### src/rtl/field_scan_sel.sv
// field_scan_sel
//   Selects one W-bit field out of a packed word of N fields.
//   Direct mode (i_mode=0): registers field[i_sel] every clock. A select
//   past the last field gives zero.
//   Scan mode (i_mode=1): i_start in IDLE captures the word into a shadow
//   register. All N fields are then streamed out under valid/ready,
//   beginning at i_sel and wrapping past the last field.
//
// Ports
//   i_clk   : clock, rising edge
//   i_rst   : asynchronous reset, active low
//   i_data  : packed fields, field k = i_data[k*W +: W]
//   i_mode  : 0 = direct, 1 = scan
//   i_sel   : direct-mode field select / scan start field
//   i_start : begins a scan (sampled in IDLE only)
//   i_ready : consumer accepts o_data this cycle
//   o_data  : selected or streamed field (registered)
//   o_valid : o_data is valid
//   o_last  : o_data is the final field of the scan
//   o_busy  : scan in progress
module field_scan_sel #(
   parameter  int unsigned W    = 3,
   parameter  int unsigned N    = 4,
   localparam int unsigned SELW = $clog2(N)
) (
   input  logic              i_clk,
   input  logic              i_rst,
   input  logic [N*W-1:0]    i_data,
   input  logic              i_mode,
   input  logic [SELW-1:0]   i_sel,
   input  logic              i_start,
   input  logic              i_ready,
   output logic [W-1:0]      o_data,
   output logic              o_valid,
   output logic              o_last,
   output logic              o_busy
);

   localparam logic [SELW-1:0] LAST_IDX = SELW'(N - 1);

   typedef enum logic {IDLE, SCAN} state_t;

   state_t            r_state, w_state_nx;
   logic [SELW-1:0]   r_idx,   w_idx_nx;
   logic [SELW-1:0]   r_cnt,   w_cnt_nx;
   logic [N*W-1:0]    r_shadow, w_shadow_nx;
   logic [W-1:0]      r_data,  w_data_nx;
   logic              r_valid, w_valid_nx;
   logic              r_last,  w_last_nx;

   logic [SELW-1:0]   w_start_idx;
   logic [SELW-1:0]   w_idx_inc;
   logic [SELW-1:0]   w_cnt_inc;

   // Selects by comparison rather than an indexed part-select, so an index
   // at or beyond N simply matches nothing and yields zero.
   function automatic logic [W-1:0] f_field(input logic [N*W-1:0] word,
                                            input logic [SELW-1:0] idx);
      f_field = '0;
      for (int unsigned k = 0; k < N; k++) begin
         if (idx == SELW'(k)) f_field = word[k*W +: W];
      end
   endfunction

   // An out-of-range start field begins the scan at field 0.
   assign w_start_idx = (32'(i_sel) < N) ? i_sel : '0;
   assign w_idx_inc   = (r_idx == LAST_IDX) ? '0 : r_idx + SELW'(1);
   assign w_cnt_inc   = r_cnt + SELW'(1);

   always_comb begin
      w_state_nx  = r_state;
      w_idx_nx    = r_idx;
      w_cnt_nx    = r_cnt;
      w_shadow_nx = r_shadow;
      w_data_nx   = r_data;
      w_valid_nx  = r_valid;
      w_last_nx   = r_last;
      case (r_state)
         IDLE: begin
            if (!i_mode) begin
               w_data_nx  = f_field(i_data, i_sel);
               w_valid_nx = 1'b1;
               w_last_nx  = 1'b0;
            end else if (!i_start) begin
               w_valid_nx = 1'b0;
               w_last_nx  = 1'b0;
            end else begin
               // First field comes straight from i_data on the capture edge,
               // since the shadow register only holds it after this edge.
               w_shadow_nx = i_data;
               w_idx_nx    = w_start_idx;
               w_cnt_nx    = '0;
               w_data_nx   = f_field(i_data, w_start_idx);
               w_valid_nx  = 1'b1;
               w_last_nx   = 1'b0;
               w_state_nx  = SCAN;
            end
         end
         SCAN: begin
            if (r_valid && i_ready) begin
               if (r_last) begin
                  w_state_nx = IDLE;
                  w_valid_nx = 1'b0;
                  w_last_nx  = 1'b0;
               end else begin
                  w_idx_nx  = w_idx_inc;
                  w_cnt_nx  = w_cnt_inc;
                  w_data_nx = f_field(r_shadow, w_idx_inc);
                  w_last_nx = (w_cnt_inc == LAST_IDX);
               end
            end
         end
         default: w_state_nx = IDLE;
      endcase
   end

   always_ff @(posedge i_clk or negedge i_rst) begin
      if (!i_rst) begin
         r_state  <= IDLE;
         r_idx    <= '0;
         r_cnt    <= '0;
         r_shadow <= '0;
         r_data   <= '0;
         r_valid  <= 1'b0;
         r_last   <= 1'b0;
      end else begin
         r_state  <= w_state_nx;
         r_idx    <= w_idx_nx;
         r_cnt    <= w_cnt_nx;
         r_shadow <= w_shadow_nx;
         r_data   <= w_data_nx;
         r_valid  <= w_valid_nx;
         r_last   <= w_last_nx;
      end
   end

   assign o_data  = r_data;
   assign o_valid = r_valid;
   assign o_last  = r_last;
   assign o_busy  = (r_state == SCAN);

endmodule
### config.mk
export PLATFORM = sky130hd
export DESIGN_NAME = field_scan_sel
export DESIGN_NICKNAME = d
export VERILOG_FILES = /design/src/rtl/field_scan_sel.sv
export SDC_FILE = /design/constraint.sdc
export NUM_CORES = 1
export LEC_CHECK = 0
export ABC_CLOCK_PERIOD_IN_PS = 3050
export CAP_MARGIN = 0
export CORE_MARGIN = 2
export CORE_UTILIZATION = 30
export DETAILED_ROUTE_END_ITERATION = 12
export SLEW_MARGIN = 20
export SYNTH_ARGS = -nofsm -noshare
export SYNTH_HDL_FRONTEND = slang
export SYNTH_SLANG_ARGS = --single-unit
### constraint.sdc
create_clock -name i_clk -period 3.05 [get_ports i_clk]
set_input_delay 0.305 -clock i_clk [delete_from_list [all_inputs] [get_ports i_clk]]
set_output_delay 0.305 -clock i_clk [all_outputs]
set_load 0.1 [all_outputs]
## Word-level counts from Yosys, hierarchy flattened

Cells that the tools add are included.

- Bits of input ports: 19
- Output and inout bits: 6
- Flip-flop bits (word level): 22
- Word-level logic and storage cells: 67

- Equality and inequality tests: 14
- Reductions and logical operators: 7
- Muxes and demuxes: 36
- Add/subtract/negate cells: 2
- Bitwise gates (word level): 1

Operators by type and width:

| kind | count |
|---|---|
| $mux W3 | 12 |
| $mux W2 | 9 |
| $eq A2 B2 Y1 const B | 6 |
| $mux W1 | 9 |
| $pmux W2 S2 | 2 |
| $ne A2 B2 Y1 const B | 3 |
| $pmux W1 S2 | 3 |
| $pmux W3 S2 | 1 |
| $reduce_and A3 Y1 | 2 |
| $add A2 B1 Y2 const B | 2 |
| $eq A2 B1 Y1 const B | 2 |
| $logic_not A2 Y1 | 2 |
| $ne A2 B1 Y1 const B | 2 |
| $reduce_and A4 Y1 | 1 |
| $ne A3 B3 Y1 const B | 1 |
| $reduce_and A2 Y1 | 1 |
| $logic_and A1 B1 Y1 | 1 |
| $not A1 Y1 | 1 |

## Logic depth before layout (Yosys ltp)

- Word-level depth: 10
- Gate-level depth with buffers: 6
- Gate-level depth less buffers: 6

## Least setup slack after synthesis

OpenSTA, ideal clock, no wires.

- Kind: register -> register
- Start: register r_state (netlist: o_busy)
- End: register r_shadow[10]
- Setup slack: 1.136 ns
- Clock period less this slack: 1.914 ns
- Arrival time: 1.788 ns
- Stages on the path, launching flop included: 4
- Required time: 2.925 ns
- Buffers on the path: 1
- Cells stage by stage: dfrtp_1 > nand3b_4 > buf_8 > mux2_4

- Word-level cells in the longest chain between the ends: 2

RTL lines:

| what | RTL line | source |
|---|---|---|
| from (decl) | 43 | `state_t r_state, w_state_nx;` |
| from (signal assigned) | 127 | `r_state <= w_state_nx;` |
| $not A1 Y1 (no source line) | n/a |  |
| $reduce_and A3 Y1 (no source line) | n/a |  |
| to (signal assigned) | 130 | `r_shadow <= w_shadow_nx;` |
| to (decl) | 46 | `logic [N*W-1:0] r_shadow, w_shadow_nx;` |

No other way between the ends.
A chain may end at the register's enable or synchronous reset.

## Worst setup path in the final report

- Start: register r_data[2] (netlist: o_data[2])
- End: output o_data[2]

RTL lines:

| what | RTL line | source |
|---|---|---|
| from (decl) | 47 | `logic [W-1:0] r_data, w_data_nx;` |
| from (signal assigned) | 131 | `r_data <= w_data_nx;` |
| to (decl) | 33 | `output logic [W-1:0] o_data,` |

No word-level cell between the ends.

==> summary.md <==
| Metric | Value |
|---|---|
| Hold slack | `-0.00263 ns` |
| Cts bufs inserted | `3` |
| Die width | `67.2 um` |
| CTS resizes | `0` |
| Commonest non-fill, non-tap cells in the layout | `22 x dfrtp_1, 20 x clkdlybuf4s50_1, 8 x nor2_1` |
| Port Buffers | `24` |
| DIE HEIGHT | `67.2 um` |
| Max H-tree Level | `1` |
| Hold Buf Count CTS | `0` |
| Final setup fails | `0` |
| Ports | `25` |
| Fmax | `483 MHz` |
| Fin crit share | `67.8%` |
| N_diodes | `0` |
| Adder-cell share of the synthesized area | `5.21%` |
| Post-route ant nets | `0` |
| Layout area overhead | `25.2%` |
| Violation count after the first detailed-route iteration | `22` |
| Clock root buffer | `clkbuf_8` |
| Final net count | `149` |
| Synth warn | `0` |
| Avg WL per Cell | `between 10 and 15 um` |
| Hold Path Class | `input port to asynchronous set/reset pin` |
| Tot GR Track Use | `11.8%` |
| Critical path required time | `2.74 ns` |
| Multi-input gate area | `604 sq um` |
| Sequential area share after synthesis | `45.9%` |
| Violated checks | `negative hold slack` |
| First-pass GRT wire length | `3.97 mm` |
| Die ar. | `4520 sq um` |
| Multiplexer share of the synthesized area | `a little over a fifth` |
| Drt pass-1 iters | `4` |
| Via-to-Cell Ratio | `4.91` |
| Reg2reg start | `o_busy` |
| Final Max Slew Viols | `0` |
| Max Clock Skew | `0.00338 ns` |
| DR WL met3 | `111 um` |
| Metal1 wirelength | `1.13 mm` |
| Fin Setup TNS | `0 ns` |
| Worst-Skew Late Latency | `0.26 ns` |
| Main synth FF type | `dfrtp_1` |
| WP data arrival | `1.76 ns` |
| Starting Density | `around a third` |
| CTS tree | `built` |
| Relative slew margins | `a little over a third` |
| CP max stage cell | `clkdlybuf4s50_1` |
| Row count | `22` |
| Seq cells post-synth | `22` |
| Layout cells sized above 1 | `18.7%` |
| Detailed Place HPWL | `1.82 mm` |
| Synthesized area | `1200 sq um` |
| Worst vdd ir | `about 0.30 mV` |
| Length of routed met2 wiring | `a little over 1 mm` |
| Max-Cap Viols | `0` |
| Async SR Flop Fraction | `100%` |
| Reg clk slew, reported paths | `roughly 0.080 ns` |
| CP top delay family | `buffers and inverters` |
| Crit path max fanout | `2` |
| Synthesized net count | `roughly 120` |
| CP Cell Sequence | `clkdlybuf4s50_1` |
| Grt ovf | `0` |
| Post-Synth Simple-Gate Area | `13.6%` |
| Worst Max-Slew Pin Slew | `0.968 ns` |
| Fill count | `378` |
| Routability Congestion | `0.713` |
| CP Launch Type | `flop` |
| Final Hold Vio Count | `14` |
| Max Root-Sink Buffers | `2` |
| Highest metal used | `met4` |
| Crit path kind | `flop to primary output` |
| Post-Synth XOR/XNOR Area | `0%` |
| Most common cell after layout, fill and taps aside | `dfrtp_1` |
| Final Critical Period | `2.07 ns` |
| PD cells | `1040 nW/um^2` |
| Number of distinct library cells after synthesis | `27` |
| Critical path buffers and inverters | `1` |
| Status | `finished, violations left` |
| # Post-CTS Setup Buffers | `0` |
| Vias in the first global route | `840` |
| Crit-path max cell delay | `1.14 ns` |
| Initial antenna violation count | `0` |
| Syn_area_per_cell | `12.2 sq um` |
| Clk sinks | `22` |
| RSZ-0062 raised after global routing | `no` |
| Endpoint class of the critical path | `primary output` |
| Reg area | `551 sq um` |
| Residual DRC count | `0` |
| Post-synthesis compound-gate area fraction | `10.2%` |
| Via count | `840` |
| Pin count of the biggest net entering global routing | `23` |
| Power, Total | `1.57 mW` |
| Core Region | `3740 sq um` |
| EDFF count, synth | `0` |
| Final WL | `~2.3 mm` |
| Leak | `0.680 nW` |
| Critical Path Start | `o_data[2]` |
| Main combinational cell family by area after synthesis | `multiplexers` |
| Post-synthesis cell count | `roughly 100` |
## area by class of cell
| type | count | area share, % |
|---|---|---|
| sequential | 22 | 36.6 |
| tap | 48 | 4.00 |
| inverter | 5 | 1.25 |
| multi-input combinational | 69 | 40.2 |
| timing repair buffer | 24 | 15.2 |
| clock buffer | 3 | 2.75 |
## state kept, by name (all words and copies together), names as in the netlist
register / count
o_valid: 1
o_busy: 1
r_shadow: 12
r_cnt: 2
r_idx: 2
o_last: 1
o_data: 3
## path summary, 6_finish.rpt
kind | to | slack, ns | depth (start not counted)
setup / recovery | o_data[2] | 0.98 | 1
hold / removal | r_shadow[3] | -0.003 | 1
setup reg to reg | r_shadow[1] | 1.45 | 2
hold reg to reg | r_cnt[0] | 0.50 | 1
max in group asynchronous | r_shadow[7] | 2.72 | 1
min in group i_clk | r_cnt[0] | 0.50 | 1
## per-stage QoR
step	worst slack, ns	utilization (%)	std cells	hold WS [ns]	cell area, sq um
global placement	1.27	39.2	168	0.479	1470
finish	0.981	40.1	171	-0.00263	1500
CTS	0.974	40.3	171	0.500	1510
detailed placement	1.27	39.2	168	0.489	1470
global route	0.936	40.1	171	0.0394	1500
floorplan	1.14	-	98	0.00941	1200
## kinds of logic (layout without fill, tap and decap cells)
family                     after synthesis  after routing
adders and majority gates                5              5
and+or+nand+nor                         29             29
muxes                                   17             17
DFF                                     22             22
AOI/OAI and AO/OA                       18             18
buffers and inverters                    7             32
## synth_stat cells, types with 2 or more instances
library cell	n	area, sq um
mux2_4	6	90.1
nand3_1	3	15.0
nand2_1	6	22.5
a22oi_1	2	15.0
nand3b_1	2	15.0
a31oi_1	3	18.8
o21ai_0	2	10.0
mux2_2	6	67.6
nand2b_1	4	25.0
inv_1	5	18.8
mux2i_1	2	20.0
a21o_1	2	15.0
nor2_1	8	30.0
a21oi_1	4	20.0
o221ai_1	3	26.3
mux4_1	3	78.8
dfrtp_1	22	551
ha_1	5	62.6
nor2b_1	2	12.5
## power by group
group | leakage [nW] | switching, mW | internal, mW
clock | 0.0216 | 0.0920 | 0.0882
combinational | 0.399 | 0.495 | 0.338
sequential | 0.260 | 0.119 | 0.436
## metal layers
| layer | track usage (%) | up-vias |
|---|---|---|
| met2 | 18.6 | 20 |
| li1 | - | 406 |
| met1 | 15.3 | 407 |
| met3 | 2.83 | 7 |
| met4 | 5.61 | 0 |
| met5 | 0 | - |
Power figures use the tool's default switching activity.
